$ cat src/rtl/execute_alu_mux_stage.sv
// Execute-stage result mux with a two-entry skid buffer.
// Selects the ALU/shift/compare result and hands it downstream with its tag.
module execute_alu_mux_stage #(
   parameter int DATA_WIDTH = 32,
   parameter int TAG_WIDTH  = 4
) (
   input  logic                  clk,
   input  logic                  reset,
   input  logic                  i_valid,
   output logic                  i_ready,
   input  logic [DATA_WIDTH:0]   d_gmath,
   input  logic [DATA_WIDTH-1:0] d_shift,
   input  logic [2:0]            sel,
   input  logic [TAG_WIDTH-1:0]  i_tag,
   input  logic                  flush,
   output logic                  o_valid,
   input  logic                  o_ready,
   output logic [DATA_WIDTH-1:0] o_data,
   output logic [TAG_WIDTH-1:0]  o_tag
);

   localparam int W = DATA_WIDTH;

   typedef enum logic [1:0] {
      S_EMPTY = 2'd0,
      S_ONE   = 2'd1,
      S_TWO   = 2'd2
   } state_t;

   state_t               state_q, state_d;
   logic [W-1:0]         main_data_q, main_data_d;
   logic [TAG_WIDTH-1:0] main_tag_q, main_tag_d;
   logic [W-1:0]         skid_data_q, skid_data_d;
   logic [TAG_WIDTH-1:0] skid_tag_q, skid_tag_d;

   logic [W-1:0] sel_res;
   logic         gm_zero;
   logic         accept;
   logic         deliver;

   assign gm_zero = (d_gmath[W-1:0] == '0);

   always_comb begin
      sel_res = d_gmath[W-1:0];
      case (sel)
         3'b001:  sel_res = d_shift;
         3'b010:  sel_res = {{(W-1){1'b0}}, d_gmath[W-1]};
         3'b011:  sel_res = {{(W-1){1'b0}}, d_gmath[W]};
         3'b100:  sel_res = {{(W-1){1'b0}}, gm_zero};
         3'b101:  sel_res = {{(W-1){1'b0}}, !gm_zero};
         default: sel_res = d_gmath[W-1:0];
      endcase
   end

   // i_ready depends on state only, never on o_ready
   assign i_ready = (state_q != S_TWO);
   assign o_valid = (state_q != S_EMPTY);
   assign o_data  = main_data_q;
   assign o_tag   = main_tag_q;

   assign accept  = i_valid && i_ready;
   assign deliver = o_valid && o_ready;

   always_comb begin
      state_d     = state_q;
      main_data_d = main_data_q;
      main_tag_d  = main_tag_q;
      skid_data_d = skid_data_q;
      skid_tag_d  = skid_tag_q;
      if (flush) begin
         state_d = S_EMPTY;
      end else begin
         case (state_q)
            S_EMPTY: begin
               if (accept) begin
                  main_data_d = sel_res;
                  main_tag_d  = i_tag;
                  state_d     = S_ONE;
               end
            end
            S_ONE: begin
               if (accept && deliver) begin
                  main_data_d = sel_res;
                  main_tag_d  = i_tag;
               end else if (accept) begin
                  skid_data_d = sel_res;
                  skid_tag_d  = i_tag;
                  state_d     = S_TWO;
               end else if (deliver) begin
                  state_d = S_EMPTY;
               end
            end
            S_TWO: begin
               if (deliver) begin
                  main_data_d = skid_data_q;
                  main_tag_d  = skid_tag_q;
                  state_d     = S_ONE;
               end
            end
            default: state_d = S_EMPTY;
         endcase
      end
   end

   always_ff @(posedge clk or posedge reset) begin
      if (reset) begin
         state_q     <= S_EMPTY;
         main_data_q <= '0;
         main_tag_q  <= '0;
         skid_data_q <= '0;
         skid_tag_q  <= '0;
      end else begin
         state_q     <= state_d;
         main_data_q <= main_data_d;
         main_tag_q  <= main_tag_d;
         skid_data_q <= skid_data_d;
         skid_tag_q  <= skid_tag_d;
      end
   end

endmodule
$ cat config.mk
export PLATFORM = sky130hd
export DESIGN_NAME = execute_alu_mux_stage
export DESIGN_NICKNAME = d
export VERILOG_FILES = /design/src/rtl/execute_alu_mux_stage.sv
export SDC_FILE = /design/constraint.sdc
export NUM_CORES = 1
export LEC_CHECK = 0
export ABC_CLOCK_PERIOD_IN_PS = 2900
export CORE_MARGIN = 5
export CORE_UTILIZATION = 46
export CTS_BUF_LIST = sky130_fd_sc_hd__clkbuf_16
export DETAILED_ROUTE_END_ITERATION = 12
export PLACE_DENSITY_LB_ADDON = 0.12
export SETUP_SLACK_MARGIN = 0.1
export SLEW_MARGIN = 20
export SYNTH_ARGS = -nofsm -noshare
export SYNTH_HDL_FRONTEND = slang
export SYNTH_SLANG_ARGS = --single-unit
$ cat constraint.sdc
create_clock -name clk -period 2.9 [get_ports clk]
set_clock_uncertainty 0.15 [all_clocks]
set_input_delay 0.58 -clock clk [delete_from_list [all_inputs] [get_ports clk]]
set_output_delay 0.58 -clock clk [all_outputs]
set_load 0.005 [all_outputs]
Yosys cells after proc, flatten, opt, wreduce, memory -nomap -nowiden
Index checks and enable logic that the tools add are counted. Widths: inputs -> output; s select.

Register bits after elaboration: 74. Input bits: 77. Word-level logic and storage cells: 49.

Equality and inequality tests: 15. Muxes and demuxes: 16. Bitwise logic cells: 2. Reductions and logical operators: 11.

Operator list (number): $pmux 32 s5 (1); $mux 32 (3); $pmux 32 s3 (1); $logic_not 32->1 (1); $mux 2 (6); $mux 4 (3); $pmux 4 s3 (1); $ne 3x3->1 const B (3); $ne 2x2->1 const B (4); $reduce_and 4->1 (2); $eq 3x2->1 const B (2); $eq 3x3->1 const B (2); $pmux 2 s3 (1); $reduce_and 5->1 (1); $ne 4x4->1 const B (1); $eq 3x1->1 const B (1); $logic_and 1x1->1 (3); $reduce_bool 3->1 (1); $eq 2x1->1 const B (1); $eq 2x2->1 const B (1); $logic_not 2->1 (1); $not 1->1 (2); $reduce_bool 2->1 (1); $logic_not 1->1 (1).

Depth between registers and ports, before layout
Gate-level depths: netlist of run 1.

Depth in word-level cells: 7. Gate-level depth with buffers: 7.

Least setup slack after synthesis of run 1
No wires, ideal clock.

Path kind: input-to-reg. From: input i_valid. To: register main_data_q[12] (netlist: o_data[12]). Setup time: 0.125 ns. Arrival time: 1.728 ns. Data required time: 2.625 ns. Path slack: 0.898 ns. Cell stages on the path: 5. Buffers on the path: 1. Cell sequence: nor2b_1 -> and2_1 -> o21bai_1 -> buf_2 -> mux2_2.

Word-level cells in the longest chain between the ends: 4. Elaborated cells on any way between the ends: 5.

Ends and longest elaborated chain: from (decl) (line 9) `input logic i_valid,`; $logic_and 1x1->1 (*) (line 61) `assign accept = i_valid && i_ready;`; $logic_and 1x1->1 (line 82) `if (accept && deliver) begin`; $ne 2x2->1 (no source line); $reduce_and 5->1 (no source line) (*); to (signal assigned) (line 114) `main_data_q <= main_data_d;`; to (decl) (line 31) `logic [W-1:0] main_data_q, main_data_d;`.

Mark *: on every way between the ends. The rest lies on a longest branch, timed or not. A chain may end at the register's enable or synchronous reset.

Worst setup path in the final report of run 1
From: register state_q[0]. To: output i_ready.

Word-level cells in the longest chain between the ends: 1.

Ends and longest elaborated chain: from (decl) (line 30) `state_t state_q, state_d;`; from (signal assigned) (line 113) `state_q <= state_d;`; $ne 2x2->1 (line 56) `assign i_ready = (state_q != S_TWO);`; to (decl) (line 10) `output logic i_ready,`.

Every way passes these cells.

==> run metrics, run 1 <==
outcome finished, final reports clean; Post-Syn Nets ~430; Worst setup SP type flop; post-CTS sizing 0; share of post-route cells with drive strength above 1 roughly an eighth; RD Place Congestion 0.790; Clk pwr share a little under two fifths; grt ovf 0; Detailed Routing Iterations Pass 1 4; critical path type reg -> out; maximum resistive drop on vdd between 400 and 500 uV; CTS sink count 74; Max Slew Vio Count 0; relative slew slack 57.0%; unrepaired setup endpoints after global routing no; Worst Hold Class reg -> reg; register area share after synthesis a little over half; Post-CTS Setup Inserts 0; Crit path arrival time roughly 1.8 ns; CP max stage delay 0.53 ns; Synth area leaders dfrtp_1, mux2_2, nand2_1; Core Box Area between 0.007 and 0.008 mm^2; Pint roughly 2.4 mW; Post-DRT Antenna Nets 0; hold violation count in the final report 0; WL final 9820 um; Starting Density around 48%; drt initial violations roughly 120; diode count 0; DIE AREA about 0.0095 mm^2; yosys warns 0; Crit-path slowest cell clkdlybuf4s50_1; Setup TNS 0 ns; Sw Share between 20% and 30%; post-synth top area cell dfrtp_1; Min Hold Slack ~0.33 ns; H-Tree Depth 3; vias in the first global route roughly 3.2k; combinational power share 20.2%; CP endpoint kind output pin; Max clock buf depth 2; via count around 3.1k; clock-pin transition on the worst setup and hold timing paths 0.05 ns; TritonCTS Buffers 9; CP required about 2.2 ns; fin nets around 540; Switch Pwr approximately 0.76 mW; worst-path maximum fanout 6; fin crit share between 80 and 90%; area grow syn2layout 46.0%; root buf cell clkbuf_16; first-pass GRT wire length around 16,000 um; PortBufs roughly 110; Syn Area/Cell between 9 and 10 um^2; Synth Register Bits 74; die height 97.4 um; Cells after Synth ~350; post-synth top area share a little over half; Inst Count DP 550; initial antenna violation count 0; WP buf/inv 2; Seq pwr share 41.3%; hpwl dp between 6000 and 7000 um; DR vias/cell roughly 5.5; Overall Power ~3.2 mW; Yosys cell types 32; DIE WIDTH between 90 and 100 um; Max-Cap Viols 0; Leak roughly 2.2 nW; fmax around 400 MHz; Worst path top cell family by delay buffers and inverters; worst skew pair latency 0.33 ns; largest net degree at the start of global routing slightly below 70; Cell Chain, Critical Path nor2b_4 -> clkinv_1 -> clkdlybuf4s50_1; Final min period approximately 2.5 ns; global-route usage over all layers just over 20%; # IOs ~120; TritonCTS clock tree built; CTS hold repair buffers 0; drt drc 0; pwr dens approximately 630 mW/mm^2; Synth Cell Area 0.00351 mm^2; Least-Margin Pin Slew 0.646 ns; Std-Cell Rows 31; final std cells w/o fill approximately 570; # setup viols final 0; WL/cell ~17 um
[layout make-up]
| cell class | count | area (um^2) |
|---|---|---|
| Timing Repair Buffer | 124 | 1240 |
| Clock inverter | 6 | 106 |
| Sequential cell | 74 | 1850 |
| Tap cell | 99 | 124 |
| Inverter | 4 | 16.3 |
| Clock buffer | 9 | 225 |
| Fill cell | 531 | 2200 |
| Multi-Input combinational cell | 249 | 1570 |
[metal layers]
| metal | GRT usage (%) | part of all wire (%) | up-vias |
|---|---|---|---|
| met4 | 5.01 | 1.0 | 0 |
| met2 | 34.1 | 50 | 105 |
| met3 | 5.81 | 6.8 | 10 |
| met1 | 26.9 | 43 | 1502 |
| met5 | 0 | 0 | - |
| li1 | - | - | 1473 |
[state kept, by name (all words and copies together), names as in the netlist]
signal / cells
o_data: 32
state_q: 2
o_tag: 4
skid_data_q: 32
skid_tag_q: 4
[power by group through the flow]
stage / clock (mW) / combinational (mW) / sequential, mW
after CTS: 1.25 / 0.659 / 1.33
after detailed placement: 0 / 0.652 / 1.34
after global placement: 0 / 0.637 / 1.33
after floorplan: 0 / 0.270 / 1.33
final: 1.23 / 0.649 / 1.33
after global routing: 1.31 / 0.714 / 1.35
[per-stage QoR]
step | instance area [um^2] | util [%] | setup slack [ns]
6_report | 5130 | 70.0 | 0.417
5_1_grt | 5130 | 70.0 | 0.291
4_1_cts | 5130 | 70.0 | 0.389
3_5_place_dp | 4800 | 65.5 | 0.144
3_3_place_gp | 4800 | 65.5 | 0.197
2_1_floorplan | 3510 | - | 0.288
[synthesized netlist by cell type]
cell type / number
nor2b_1: 2
clkbuf_1: 13
nor3_1: 2
nor3b_1: 1
mux2_1: 8
a21o_1: 1
a21oi_1: 4
o31a_1: 1
o311ai_2: 1
o21ai_0: 26
o21bai_1: 1
and2_1: 1
buf_1: 1
nand4_1: 2
nand2_1: 71
buf_2: 11
and3b_1: 1
a22oi_1: 31
o221ai_1: 1
mux2_2: 27
mux2i_1: 6
nand3_1: 1
nor2_1: 6
nor4_1: 9
o21ai_1: 41
nand2b_1: 1
or2_2: 2
clkinv_1: 1
dfrtp_1: 74
a311oi_2: 1
or2b_1: 1
inv_1: 3
[logic make-up (layout without fill, tap and decap cells)]
logic type / count (synthesis) / count (layout) / synth area share (%)
simple gates: 100 / 100 / 12.4
compound gates: 108 / 108 / 18.5
flops: 74 / 74 / 52.7
mux: 41 / 41 / 12.9
buf+inv: 29 / 143 / 3.49
[worst paths after layout]
kind                                  from               to  slack, ns  cells past startpoint
setup / recovery                state_q[0]          i_ready       0.42                      3
hold reg to reg            skid_data_q[18]  skid_data_q[18]       0.33                      2
min in group asynchronous            reset  skid_data_q[22]       0.45                      2
setup reg to reg                state_q[0]       o_data[19]       0.92                      4
max in group asynchronous            reset       o_data[25]       1.48                      3
hold / removal             skid_data_q[18]  skid_data_q[18]       0.33                      2
[tightest hold or removal path: cells and delay by family, from the launching register on]
kind	cells	cell delay, ns
AO/OA/AOI/OAI	1	0.06
flip-flops	1	0.34
AND/OR/NAND/NOR	1	0.04
[placed cells by master, fill, tap and decap left out]
cell,Yosys,final
a21o_1,1,1
mux2i_1,6,6
a311oi_2,1,1
o21ai_1,41,41
nor2b_4,0,1
nor3_1,2,2
o311ai_2,1,1
nand3_2,0,1
and2_1,1,1
clkinvlp_4,0,1
clkdlybuf4s50_1,0,114
a22oi_1,31,31
o21ai_0,26,26
o221ai_1,1,1
mux2_1,8,8
or2b_1,1,1
o31a_1,1,1
buf_4,0,8
o21bai_4,0,1
dfrtp_1,74,74
nor3b_1,1,1
and3b_1,1,1
clkinv_2,0,2
bufinv_16,0,3
nor2_2,0,1
nor4_1,9,9
buf_12,0,2
nand2b_1,1,1
nand2_1,71,71
nor2_1,6,5
mux2_2,27,27
clkbuf_16,0,9
inv_1,3,2
clkinv_1,1,2
a21oi_1,4,4
or2_2,2,2
nand4_1,2,2
nor2b_1,2,1
(Power assumes the default switching activity.)
==> run 2: changes to the inputs <==
CTS_CLUSTER_DIAMETER = 40   (was not set)
==> results of run 2 <==
Final layout, timing and power as in run 1 (identical DEF).
